[src/rtl/mem_line_reader_pkg.sv]
// Shared types and constants for the memory read path.
// Used by the line reader FSM and its word register bank.
package mem_line_reader_pkg;

  typedef enum logic [1:0] {
    IDLE    = 2'd0,
    ISSUE   = 2'd1,
    COLLECT = 2'd2,
    DONE    = 2'd3
  } state_t;

  localparam int ADDR_W_DEF = 32;
  localparam int WORD_W_DEF = 32;
  localparam int BEATS_DEF  = 4;

  localparam int LINE_OFFSET_BITS =
    $clog2(BEATS_DEF * WORD_W_DEF / 8);

  function automatic int line_offset_bits(
    input int beats,
    input int word_w
  );
    return $clog2(beats * word_w / 8);
  endfunction

endpackage

[src/rtl/mem_line_reader_line_assembler.sv]
// BEATS-entry word register bank with indexed write enable.
// Falling-edge update, asynchronous active-low clear.
module line_assembler
  import mem_line_reader_pkg::*;
#(
  parameter int WORD_W = WORD_W_DEF,
  parameter int BEATS  = BEATS_DEF,
  parameter int IDX_W  = $clog2(BEATS)
) (
  input  logic                    clk,
  input  logic                    reset,
  input  logic                    we,
  input  logic [IDX_W-1:0]        idx,
  input  logic [WORD_W-1:0]       wdata,
  output logic [BEATS*WORD_W-1:0] line
);

  for (genvar i = 0; i < BEATS; i++) begin : g_word
    logic [WORD_W-1:0] word;

    always_ff @(negedge clk or negedge reset) begin
      if (!reset) begin
        word <= '0;
      end else if (we && idx == IDX_W'(i)) begin
        word <= wdata;
      end
    end

    assign line[i*WORD_W +: WORD_W] = word;
  end

endmodule

[src/rtl/mem_line_reader.sv]
// Line read engine: one memory command per request, collects
// BEATS words, holds the line until acknowledged.
module mem_line_reader
  import mem_line_reader_pkg::*;
#(
  parameter int ADDR_W  = ADDR_W_DEF,
  parameter int WORD_W  = WORD_W_DEF,
  parameter int BEATS   = BEATS_DEF,
  parameter int TIMEOUT = 255
) (
  input  logic                    clk,
  input  logic                    reset,
  input  logic                    rd_req,
  input  logic [ADDR_W-1:0]       rd_addr,
  output logic                    busy,
  output logic                    line_valid,
  output logic [BEATS*WORD_W-1:0] line_data,
  input  logic                    line_ack,
  output logic                    err,
  output logic                    mem_req,
  output logic [ADDR_W-1:0]       mem_addr,
  input  logic                    mem_valid,
  input  logic [WORD_W-1:0]       mem_data
);

  localparam int OFF   = line_offset_bits(BEATS, WORD_W);
  localparam int IDX_W = $clog2(BEATS);
  localparam int CNT_W = IDX_W + 1;
  localparam int TO_W  = $clog2(TIMEOUT + 1);

  localparam logic [ADDR_W-1:0] ALIGN =
    ~((ADDR_W'(1) << OFF) - ADDR_W'(1));

  state_t            state, nxt;
  logic [CNT_W-1:0]  beat_cnt, beat_nxt;
  logic [TO_W-1:0]   to_cnt, to_nxt;
  logic              err_nxt;
  logic [ADDR_W-1:0] addr_nxt;
  logic              beat_we;

  always_comb begin
    nxt      = state;
    beat_nxt = beat_cnt;
    to_nxt   = to_cnt;
    err_nxt  = err;
    addr_nxt = mem_addr;
    beat_we  = 1'b0;
    unique case (state)
      IDLE: begin
        if (rd_req) begin
          addr_nxt = rd_addr & ALIGN;
          err_nxt  = 1'b0;
          nxt      = ISSUE;
        end
      end
      ISSUE: begin
        beat_nxt = '0;
        to_nxt   = '0;
        nxt      = COLLECT;
      end
      COLLECT: begin
        if (mem_valid) begin
          beat_we  = 1'b1;
          beat_nxt = beat_cnt + CNT_W'(1);
          to_nxt   = '0;
          if (beat_cnt == CNT_W'(BEATS - 1)) begin
            nxt = DONE;
          end
        end else begin
          if (to_cnt != TO_W'(TIMEOUT)) begin
            to_nxt = to_cnt + TO_W'(1);
          end
          // this idle edge is the TIMEOUT-th in a row
          if (to_cnt >= TO_W'(TIMEOUT - 1)) begin
            err_nxt = 1'b1;
            nxt     = IDLE;
          end
        end
      end
      DONE: begin
        if (line_ack) begin
          nxt = IDLE;
        end
      end
      default: nxt = IDLE;
    endcase
  end

  always_ff @(negedge clk or negedge reset) begin
    if (!reset) begin
      state      <= IDLE;
      beat_cnt   <= '0;
      to_cnt     <= '0;
      err        <= 1'b0;
      mem_addr   <= '0;
      mem_req    <= 1'b0;
      line_valid <= 1'b0;
    end else begin
      state      <= nxt;
      beat_cnt   <= beat_nxt;
      to_cnt     <= to_nxt;
      err        <= err_nxt;
      mem_addr   <= addr_nxt;
      mem_req    <= (nxt == ISSUE);
      line_valid <= (nxt == DONE);
    end
  end

  assign busy = (state != IDLE);

  line_assembler #(
    .WORD_W (WORD_W),
    .BEATS  (BEATS),
    .IDX_W  (IDX_W)
  ) u_asm (
    .clk   (clk),
    .reset (reset),
    .we    (beat_we),
    .idx   (beat_cnt[IDX_W-1:0]),
    .wdata (mem_data),
    .line  (line_data)
  );

endmodule

[config.mk]
export PLATFORM = sky130hd
export DESIGN_NAME = mem_line_reader
export DESIGN_NICKNAME = d
export VERILOG_FILES = /design/src/rtl/mem_line_reader_pkg.sv /design/src/rtl/mem_line_reader_line_assembler.sv /design/src/rtl/mem_line_reader.sv
export SDC_FILE = /design/constraint.sdc
export NUM_CORES = 1
export LEC_CHECK = 0
export CAP_MARGIN = 20
export CORE_MARGIN = 10
export CORE_UTILIZATION = 45
export CTS_CLUSTER_DIAMETER = 100
export DETAILED_ROUTE_END_ITERATION = 16
export GPL_ROUTABILITY_DRIVEN = 0
export PLACE_DENSITY = 0.91
export RECOVER_POWER = 100
export SKIP_LAST_GASP = 1
export SLEW_MARGIN = 20
export SYNTH_ARGS = -nofsm -noshare
export SYNTH_HDL_FRONTEND = slang
export SYNTH_HIERARCHICAL = 1
export SYNTH_SLANG_ARGS = --single-unit
[constraint.sdc]
create_clock -name clk -period 3.9 [get_ports clk]
set_clock_uncertainty 0.2 [all_clocks]
set_input_delay 0.585 -clock clk [delete_from_list [all_inputs] [get_ports clk]]
set_output_delay 0.585 -clock clk [all_outputs]
set_load 0.01 [all_outputs]
==> results.json <==
{
  "status": "finished, final reports clean",
  "routed.top_layer": "met4",
  "grt_max_degree": 46,
  "cp-endpoint": "line_data[40]",
  "max_slew_margin_pct": 13.1,
  "setup_ws_ns": 0.0234,
  "synth_area_per_cell_um2": 15.6,
  "grt.overflow.total": 0,
  "crit_arrival_ns": 3.09,
  "nets": 757,
  "rsz0062_at_grt": "no",
  "drc": 0,
  "diodes": 0,
  "rrSetupSlack_ns": 1.59,
  "clk_pin_slew_ns": 0.05,
  "async_flop_share_pct": 100,
  "cpPeakStageDelay_ns": 0.45,
  "syn_area_um2": 6720,
  "wl_um": 19100,
  "hold_viol_final": 0,
  "final_max_slew_viol_count": 0,
  "start_kind": "register",
  "met2_length_um": 9570,
  "initial_core_util_pct": 46.1,
  "synth_ff_type": "dfrtn_1",
  "r2r-end": "u_asm/g_word[3].word[9]",
  "io_pins": 233,
  "instances_no_fill": 881,
  "die_h_um": 142,
  "ys_types": 37,
  "cts_tree": "yes",
  "clock-root-buffer": "clkbuf_16",
  "dpl.cell_count": 846,
  "drtIter0Drc": 193,
  "std_cell_rows": 44,
  "firstDrtPassIters": 4,
  "ctsHoldBuffers": 0,
  "cp_slowest_cell": "dfrtn_1",
  "syn_to_final_growth_pct": 44.9,
  "ant_nets": 0,
  "synth_seq_cells": 172,
  "synth_top_cell_by_area": "dfrtn_1",
  "wl_per_cell_um": 21.6,
  "preCtsSetupSlack_ns": -0.546,
  "yosys-top-cells-area": "dfrtn_1 64%, mux2_2 26%, buf_4 1.1%",
  "drive_gt1_share_pct": 30.6,
  "startpoint": "u_asm/g_word[1].word[8]",
  "design.core.area_um2": 14600,
  "cp_cell_sequence": "dlygate4sd2_1",
  "max_cap_viol_count": 0,
  "worstSetupPathDepth": 1,
  "synthCells": 431,
  "post-dp-hpwl_um": 14000,
  "setup_violations": 0,
  "yosysWarnings": 6,
  "r2r.worst_path.cells": 8,
  "crit_type": "reg2out",
  "required_ns": 3.12,
  "wl_met1_um": 7170,
  "yosysTopAreaCellShare_pct": 64.0,
  "cts_made_buffers": 17,
  "peakVddDrop_mv": 0.378,
  "crit_buf_inv": 1,
  "hold_path_class": "reg2reg",
  "total_power_mw": 7.75,
  "grt.total_usage_pct": 18.6,
  "mostFrequentLayoutCells": "172 x dfrtn_1, 151 x dlygate4sd2_1, 150 x mux2_2, 62 x clkdlybuf4s50_1, 17 x clkbuf_16",
  "end_kind": "primary output",
  "cts_buffer_depth": 2,
  "path_delay_family": "flip-flops",
  "die_area_um2": 20200,
  "clock_sinks": 172,
  "critPathMaxFanout": 2,
  "wl_met3_um": 1880,
  "clk_latency_ns": 0.40,
  "leakagePower_nw": 4.71,
  "powerDensity_nw_per_um2": 796,
  "grt_pass1_wl_um": 29300,
  "nFillCells": 1054,
  "reg2reg_from": "state[0]",
  "fin_setup_tns_ns": 0,
  "port_buffers": 224,
  "antenna_found_initial": 0,
  "htreeDepth": 4,
  "yosysSeqAreaShare_pct": 64.0,
  "die_w_um": 142,
  "layout_commonest_cell": "dfrtn_1",
  "worst_slew_pin_slew_ns": 1.30,
  "grt_pass1_vias": 5139,
  "vias": 4608,
  "synth-edff-count": 0,
  "viasPerCell": 5.23
}
## how the worst min path moves through the flow
stage / from / endpoint / slack (ns) / cells after the start
after floorplan: beat_cnt[2] / beat_cnt[2] / 0.23 / 1
after global placement: u_asm/g_word[0].word[5] / u_asm/g_word[0].word[5] / 0.23 / 1
after detailed placement: u_asm/g_word[3].word[23] / u_asm/g_word[3].word[23] / 0.25 / 1
after CTS: u_asm/g_word[3].word[23] / u_asm/g_word[3].word[23] / 0.25 / 1
after global routing: u_asm/g_word[2].word[16] / u_asm/g_word[2].word[16] / 0.25 / 1
final: u_asm/g_word[3].word[4] / u_asm/g_word[3].word[4] / 0.24 / 1
## timing repair
action / CTS / global route
gates resized for setup: 162 / 11
setup endpoints to repair: 281 / 36
setup buffers: 1 / 0
cloned: 2 / 0
## synth_stat cells (2+ instances only)
cell type,instances
ha_1,4
mux2_1,2
dfrtn_1,172
nand2b_1,2
a21oi_1,6
buf_2,11
o211ai_1,2
and3_1,4
nor3_1,3
inv_1,7
a22o_2,2
a221o_1,2
buf_4,10
o21ai_0,7
mux2_2,155
nand3_1,5
nand2_1,9
nor2_1,6
nand3b_1,2
a22o_1,3
## metal layers
layer  vias to the layer above  GRT usage [%]
met5                         -              0
met4                         0           6.94
met3                        41           7.34
met2                       209           31.9
met1                      2321           20.3
li1                       2037              -
## sequential cells by signal, summed over array words and instances, names as in the netlist
register / flops
line_valid: 1
to_cnt: 8
mem_req: 1
state: 2
beat_cnt: 3
u_asm/g_word.word: 128
mem_addr: 28
err: 1
## power breakdown
part           internal [mW]  switching, mW
combinational           1.63           1.39
sequential              2.65          0.452
clock                  0.915          0.712
total                   5.19           2.55
## through the flow
stage	util [%]	area (um2)	hold WS [ns]
6_report	66.7	9740	0.244
3_3_place_gp	64.6	9430	0.232
3_5_place_dp	64.6	9430	0.253
4_1_cts	67.7	9870	0.248
2_1_floorplan	-	6780	0.226
5_1_grt	66.7	9740	0.254
## logic make-up (layout without fill, tap and decap cells)
logic type               count (synthesis)  after routing  share of synthesized area (%)
other                                    1              4                         0.0558
AO/OA/AOI/OAI                           28             28                           2.98
XOR/XNOR                                 1              1                          0.130
buffers and inverters                   29            292                           2.38
AND/OR/NAND/NOR                         38             38                           3.22
adder cells (fa/ha/maj)                  4              4                          0.745
flip-flops                             172            172                           64.0
multiplexers                           158            158                           26.5
## area by class of cell
| cell class | count | area (um2) | share of cell area [%] |
|---|---|---|---|
| clock buffer | 19 | 453 | 4.65 |
| clock inverter | 13 | 116 | 1.20 |
| inverter | 7 | 28.8 | 0.296 |
| multi-input combinational | 233 | 2280 | 23.4 |
| sequential | 172 | 4300 | 44.2 |
| tap | 184 | 230 | 2.36 |
| timing repair buffer | 253 | 2320 | 23.8 |
Note: power is estimated with default switching activity, not from simulation.
